## config.mk

```make
export PLATFORM = sky130hd
export DESIGN_NAME = ram_burst_reader_flat
export DESIGN_NICKNAME = d
export VERILOG_FILES = /design/src/rtl/ram_burst_reader_if.sv /design/src/rtl/ram_burst_reader.sv /design/src/flat_wrapper.sv
export SDC_FILE = /design/constraint.sdc
export NUM_CORES = 1
export LEC_CHECK = 0
export ABC_AREA = 1
export CAP_MARGIN = 20
export CORE_ASPECT_RATIO = 0.5
export CORE_MARGIN = 4
export CORE_UTILIZATION = 47
export CTS_CLUSTER_SIZE = 8
export DETAILED_ROUTE_END_ITERATION = 12
export PLACE_DENSITY = 0.93
export SYNTH_ARGS = -nofsm -noshare
export SYNTH_HDL_FRONTEND = slang
export SYNTH_SLANG_ARGS = --single-unit
```

## constraint.sdc

```tcl
create_clock -name clk -period 1.95 [get_ports clk]
set_input_delay 0.195 -clock clk [delete_from_list [all_inputs] [get_ports clk]]
set_output_delay 0.195 -clock clk [all_outputs]
set_load 0.02 [all_outputs]
```

## src/rtl/ram_burst_reader_if.sv

```systemverilog
// Bundles the burst request, RAM command/data and read-stream signals of ram_burst_reader.
// The master modport is the reader's view; slave is the environment (requester, RAM, consumer).
interface ram_burst_reader_if;
  logic        start;
  logic [31:0] start_addr;
  logic [7:0]  len;
  logic        abort;
  logic        busy;
  logic        ram_enable;
  logic [1:0]  ram_rw;
  logic [31:0] ram_addr;
  logic [31:0] ram_din;
  logic [31:0] ram_dout;
  logic [31:0] rd_data;
  logic        rd_valid;
  logic        rd_ready;
  logic        rd_last;
  logic        done;
  logic        err;

  modport master (
    input  start, start_addr, len, abort, ram_dout, rd_ready,
    output busy, ram_enable, ram_rw, ram_addr, ram_din, rd_data, rd_valid, rd_last, done, err
  );

  modport slave (
    output start, start_addr, len, abort, ram_dout, rd_ready,
    input  busy, ram_enable, ram_rw, ram_addr, ram_din, rd_data, rd_valid, rd_last, done, err
  );
endinterface

```

## src/rtl/ram_burst_reader.sv

```systemverilog
// Reads a burst of words from a fixed-latency RAM, one word in flight, into a valid/ready stream.
// Define RAM_BURST_READER_WRAP_EN to wrap addresses past DEPTH-1 instead of rejecting such bursts.
module ram_burst_reader #(
  parameter int unsigned DEPTH    = 256,
  parameter int unsigned READ_LAT = 1
) (
  input logic               clk,
  input logic               rst_n,
  ram_burst_reader_if.master bus
);

  typedef enum logic [2:0] {StIdle, StReq, StWait, StOut, StFin} state_e;

  state_e      state_q, state_d;
  logic [31:0] addr_q, addr_d;
  logic [31:0] data_q, data_d;
  logic [8:0]  cnt_q, cnt_d;
  logic [2:0]  lat_q, lat_d;
  logic        err_q, err_d;
  logic        bad_start;
  logic [31:0] next_addr;

  always_comb begin
    bad_start = (bus.start_addr >= 32'(DEPTH));
`ifdef RAM_BURST_READER_WRAP_EN
    next_addr = (addr_q == 32'(DEPTH - 1)) ? 32'd0 : addr_q + 32'd1;
`else
    // 33-bit sum so a huge start address cannot overflow past the check
    if (({1'b0, bus.start_addr} + {25'd0, bus.len}) > 33'(DEPTH)) begin
      bad_start = 1'b1;
    end
    next_addr = addr_q + 32'd1;
`endif
  end

  always_comb begin
    state_d = state_q;
    addr_d  = addr_q;
    data_d  = data_q;
    cnt_d   = cnt_q;
    lat_d   = lat_q;
    err_d   = 1'b0;
    if (state_q != StIdle && bus.abort) begin
      state_d = StIdle;
    end else begin
      unique case (state_q)
        StIdle: begin
          if (bus.start) begin
            if (bad_start) begin
              err_d = 1'b1;
            end else if (bus.len == 8'd0) begin
              state_d = StFin;
            end else begin
              addr_d  = bus.start_addr;
              cnt_d   = {1'b0, bus.len};
              state_d = StReq;
            end
          end
        end
        StReq: begin
          lat_d   = 3'd0;
          state_d = StWait;
        end
        StWait: begin
          if (lat_q == 3'(READ_LAT - 1)) begin
            data_d  = bus.ram_dout;
            state_d = StOut;
          end else begin
            lat_d = lat_q + 3'd1;
          end
        end
        StOut: begin
          if (bus.rd_ready) begin
            if (cnt_q == 9'd1) begin
              state_d = StFin;
            end else begin
              addr_d  = next_addr;
              cnt_d   = cnt_q - 9'd1;
              state_d = StReq;
            end
          end
        end
        StFin:   state_d = StIdle;
        default: state_d = StIdle;
      endcase
    end
  end

  always_ff @(posedge clk or negedge rst_n) begin
    if (!rst_n) begin
      state_q <= StIdle;
      addr_q  <= 32'd0;
      data_q  <= 32'd0;
      cnt_q   <= 9'd0;
      lat_q   <= 3'd0;
      err_q   <= 1'b0;
    end else begin
      state_q <= state_d;
      addr_q  <= addr_d;
      data_q  <= data_d;
      cnt_q   <= cnt_d;
      lat_q   <= lat_d;
      err_q   <= err_d;
    end
  end

  always_comb begin
    bus.busy       = (state_q != StIdle);
    bus.ram_enable = (state_q == StReq);
    bus.ram_rw     = (state_q == StReq) ? 2'b01 : 2'b00;
    bus.ram_addr   = addr_q;
    bus.ram_din    = 32'd0;
    bus.rd_data    = data_q;
    bus.rd_valid   = (state_q == StOut);
    bus.rd_last    = (state_q == StOut) && (cnt_q == 9'd1);
    bus.done       = (state_q == StFin);
    bus.err        = err_q;
  end

endmodule
```

## src/flat_wrapper.sv

```systemverilog
// flat-port wrapper written by rule: the top's interface ports become plain ports
module ram_burst_reader_flat 
#(
  parameter int unsigned DEPTH    = 256,
  parameter int unsigned READ_LAT = 1
)
  (clk, rst_n, bus_start, bus_start_addr, bus_len, bus_abort, bus_ram_dout, bus_rd_ready, bus_busy, bus_ram_enable, bus_ram_rw, bus_ram_addr, bus_ram_din, bus_rd_data, bus_rd_valid, bus_rd_last, bus_done, bus_err);
  ram_burst_reader_if bus_i ();
  input logic clk;
  input logic rst_n;
  input wire logic [$bits(bus_i.start)-1:0] bus_start;
  input wire logic [$bits(bus_i.start_addr)-1:0] bus_start_addr;
  input wire logic [$bits(bus_i.len)-1:0] bus_len;
  input wire logic [$bits(bus_i.abort)-1:0] bus_abort;
  input wire logic [$bits(bus_i.ram_dout)-1:0] bus_ram_dout;
  input wire logic [$bits(bus_i.rd_ready)-1:0] bus_rd_ready;
  output wire logic [$bits(bus_i.busy)-1:0] bus_busy;
  output wire logic [$bits(bus_i.ram_enable)-1:0] bus_ram_enable;
  output wire logic [$bits(bus_i.ram_rw)-1:0] bus_ram_rw;
  output wire logic [$bits(bus_i.ram_addr)-1:0] bus_ram_addr;
  output wire logic [$bits(bus_i.ram_din)-1:0] bus_ram_din;
  output wire logic [$bits(bus_i.rd_data)-1:0] bus_rd_data;
  output wire logic [$bits(bus_i.rd_valid)-1:0] bus_rd_valid;
  output wire logic [$bits(bus_i.rd_last)-1:0] bus_rd_last;
  output wire logic [$bits(bus_i.done)-1:0] bus_done;
  output wire logic [$bits(bus_i.err)-1:0] bus_err;
  assign bus_i.start = bus_start;
  assign bus_i.start_addr = bus_start_addr;
  assign bus_i.len = bus_len;
  assign bus_i.abort = bus_abort;
  assign bus_i.ram_dout = bus_ram_dout;
  assign bus_i.rd_ready = bus_rd_ready;
  assign bus_busy = bus_i.busy;
  assign bus_ram_enable = bus_i.ram_enable;
  assign bus_ram_rw = bus_i.ram_rw;
  assign bus_ram_addr = bus_i.ram_addr;
  assign bus_ram_din = bus_i.ram_din;
  assign bus_rd_data = bus_i.rd_data;
  assign bus_rd_valid = bus_i.rd_valid;
  assign bus_rd_last = bus_i.rd_last;
  assign bus_done = bus_i.done;
  assign bus_err = bus_i.err;
  ram_burst_reader #(.DEPTH(DEPTH), .READ_LAT(READ_LAT)) u_core (.clk(clk), .rst_n(rst_n), .bus(bus_i));
endmodule
```

==> metrics <==
total negative slack=-7300 ps; CP Launch Point=bus_start_addr[0]; clock skew=5.96 ps; Slowest-stage cell, CP=fa_2; #FFs+latches synth=80; Die Span Y=~84 um; RSZ-0062 raised after global routing=yes; number of global-route vias before repair=6311; Detailed Place HPWL=13100 um; first-pass GRT wire length=31300 um; Critical Path, Cell by Cell=buf_8 > ha_4 > fa_2 > or2_2 > a21oi_2 > nand3_1 > nor2_1 > nand2_1 > nand2_1 > nand3_2 > nand2_4 > buf_6 > nand2_8 > buf_6 > nand2_2 > nand2_1; failing checks=setup timing; die area=13500 sq um; DRC viols=0; Num CTS Buffers=9; fmax=0.455 GHz; WP data required=2170 ps; clock root cell=clkbuf_16; CP max FO=6; warning count from the yosys run=0; PnR worst setup slack=-247 ps; final hold violations=0; r2r startpoint=u_core.cnt_q[1]; GRT Util Overall=between 20 and 30%; post-layout util=75.6%; setup violators final=45; Buffers on Ports=between 100 and 150; HP Class=in -> reg; clock slew at reported path FFs=70 ps; Worst VDD drop=between 700 and 800 uV; Synth top area share=between 30% and 40%; Pre-Repair DR Iteration Count=6; initial antenna violation count=0; Layout fillers=668; final wirelength=about 21000 um; Gate Count Post-Synth=743; H-tree lvl count=3; syn_area_per_cell=7.36 sq um; post-DR wirelength/cell=19.0 um; critical path's most frequent cell=nand2_1; Max-slew headroom=64.8%; element type at the critical path end=register; die width=161 um; power density over cell area=1610 nW/um^2; CP Launch Type=input pin; Hold Path Origin=bus_start_addr[0]; grt ovf=0; area leader, netlist=dfrtp_1; post-synthesis cell area=5470 sq um; Initial Util=48.9%; Slew Viols, Final=0; layout cells sized above 1=between 20% and 30%; Rows=27; CTS Sinks=80; Area contributors post-synth=dfrtp_1, nand2_1, nand3_1; hold depth=5; WS Path Type=in -> reg; Final #Nets=1053; Clock Path Buffers=2; Inserted Diodes=0; static leakage=3.95 nW; 1st-iter DRT viols=about 850; CP arrival=2420 ps; post-route minimum period=between 2000 and 2500 ps; drt via density=5.78; I/O Pins=181; RePlAce Congestion=0.952; crit-path max cell delay=330 ps; Core Area=11200 sq um; Least-Margin Pin Slew=525 ps; crit share post-route=113%; largest net degree at the start of global routing=between 50 and 60; Register-to-Register Path Depth=14; register area share after synthesis=36.6%; CTS tree=built; Max-Cap Viols=0; status=complete, but fails checks; ANT nets after route=0; Area Growth Syn to Fin=54.6%; post-synth cell types=35; Vias=6505; latest clock arrival within the worst-skew pair=340 ps
worst paths after layout:
check                                              end  slack (ps)
worst max register to register         u_core.cnt_q[6]        -210
worst min register to register  u_core.bus.rd_data[28]         490
worst max-delay path            u_core.bus.ram_addr[0]        -250
min in group asynchronous       u_core.bus.rd_data[16]         310
max in group asynchronous              u_core.cnt_q[4]         990
worst min-delay path            u_core.bus.ram_addr[0]         290
critical path, delay by kind of cell:
family,cells,cell delay (ps)
AND/OR/NAND/NOR,10,1200
AO/OA/AOI/OAI,1,130
buffers and inverters,3,380
adder cells (fa/ha/maj),2,490
where the power goes:
group / switching [mW] / internal, mW
Clock: 0.755 / 0.912
Combinational: 4.65 / 3.96
Sequential: 0.908 / 2.47
Total: 6.31 / 7.33
area by class of cell:
cell class / instances / area [sq um] / area share (%)
multi-input combinational: 577 / 3410 / 40.3
timing repair buffer: 234 / 2330 / 27.6
sequential: 80 / 2010 / 23.7
clock buffer: 10 / 239 / 2.83
inverter: 60 / 225 / 2.66
tap: 159 / 199 / 2.35
clock inverter: 6 / 48.8 / 0.577
flip-flops by register name, summed over array words and instances (netlist names):
register             flops
u_core.bus.ram_addr     32
u_core.lat_q             3
u_core.state_q           3
u_core.cnt_q             9
u_core.bus.rd_data      32
u_core.bus.err           1
kinds of logic (layout without fill, tap and decap cells):
family,Yosys count,in the layout,synth area share [%]
buffers and inverters,118,310,11.5
AO/OA/AOI/OAI,42,42,4.14
adder cells (fa/ha/maj),14,14,3.34
AND/OR/NAND/NOR,427,427,33.1
flip-flops,80,80,36.6
other,1,33,0.0686
multiplexers,32,32,6.59
XOR/XNOR,29,29,4.64
cell usage after synthesis (all sizes together):
library cell  number
mux2              32
o21ai             26
and2               1
fa                 1
buf               50
nor2              57
a21oi              9
o22ai              2
nor4               8
nand2            258
ha                13
conb               1
nand3             66
nor3              23
xor2              12
inv               60
or2                5
xnor2             17
a211oi             1
a31oi              4
dfrtp             80
nand4              9
clkbuf             8
per-stage QoR:
step | total power, mW | area (sq um) | setup WS, ps | instances | hold slack, ps
6_report | 13.6 | 8460 | -247 | 1126 | 289
5_1_grt | 14.2 | 8460 | -399 | 1126 | 286
4_1_cts | 12.7 | 8210 | 3.22 | 1123 | 229
3_5_place_dp | 10.1 | 7480 | -764 | 1089 | 126
3_3_place_gp | 9.81 | 7480 | -685 | 1089 | 126
2_1_floorplan | 7.07 | 5620 | 0.686 | 775 | -101
cell usage in the layout, fill, tap and decap left out, drive strengths merged:
master,Yosys,final
clkdlybuf4s50,0,124
o21ai,26,26
o22ai,2,2
or2,5,5
fa,1,1
dlygate4sd2,0,11
a211oi,1,1
and2,1,1
xor2,12,12
dlygate4sd3,0,1
buf,50,91
a21oi,9,9
clkdlybuf4s15,0,3
mux2,32,32
conb,1,33
nor3,23,23
inv,60,63
nand4,9,9
xnor2,17,17
nor2,57,57
dlymetal6s2s,0,1
clkbuf,8,13
ha,13,13
nor4,8,8
clkinvlp,0,3
nand2,258,258
nand3,66,66
dfrtp,80,80
a31oi,4,4
per-layer routing:
metal | part of all wire [%] | track usage, % | vias to the layer above
met2 | 47 | 49.4 | 581
met5 | 0 | 0 | -
met4 | 6.7 | 16.1 | 0
met3 | 11 | 7.11 | 177
met1 | 35 | 32.5 | 2985
li1 | - | - | 2762
what timing repair did:
item                       in CTS  in global routing
resized for setup              88                 80
hold buffers                    1                  0
hold endpoints to repair       27                  0
setup endpoints to repair      50                 48
pin swaps                      20                 16
cloned                          4                  0
buffers inserted               13                  3
(Power assumes the default switching activity.)
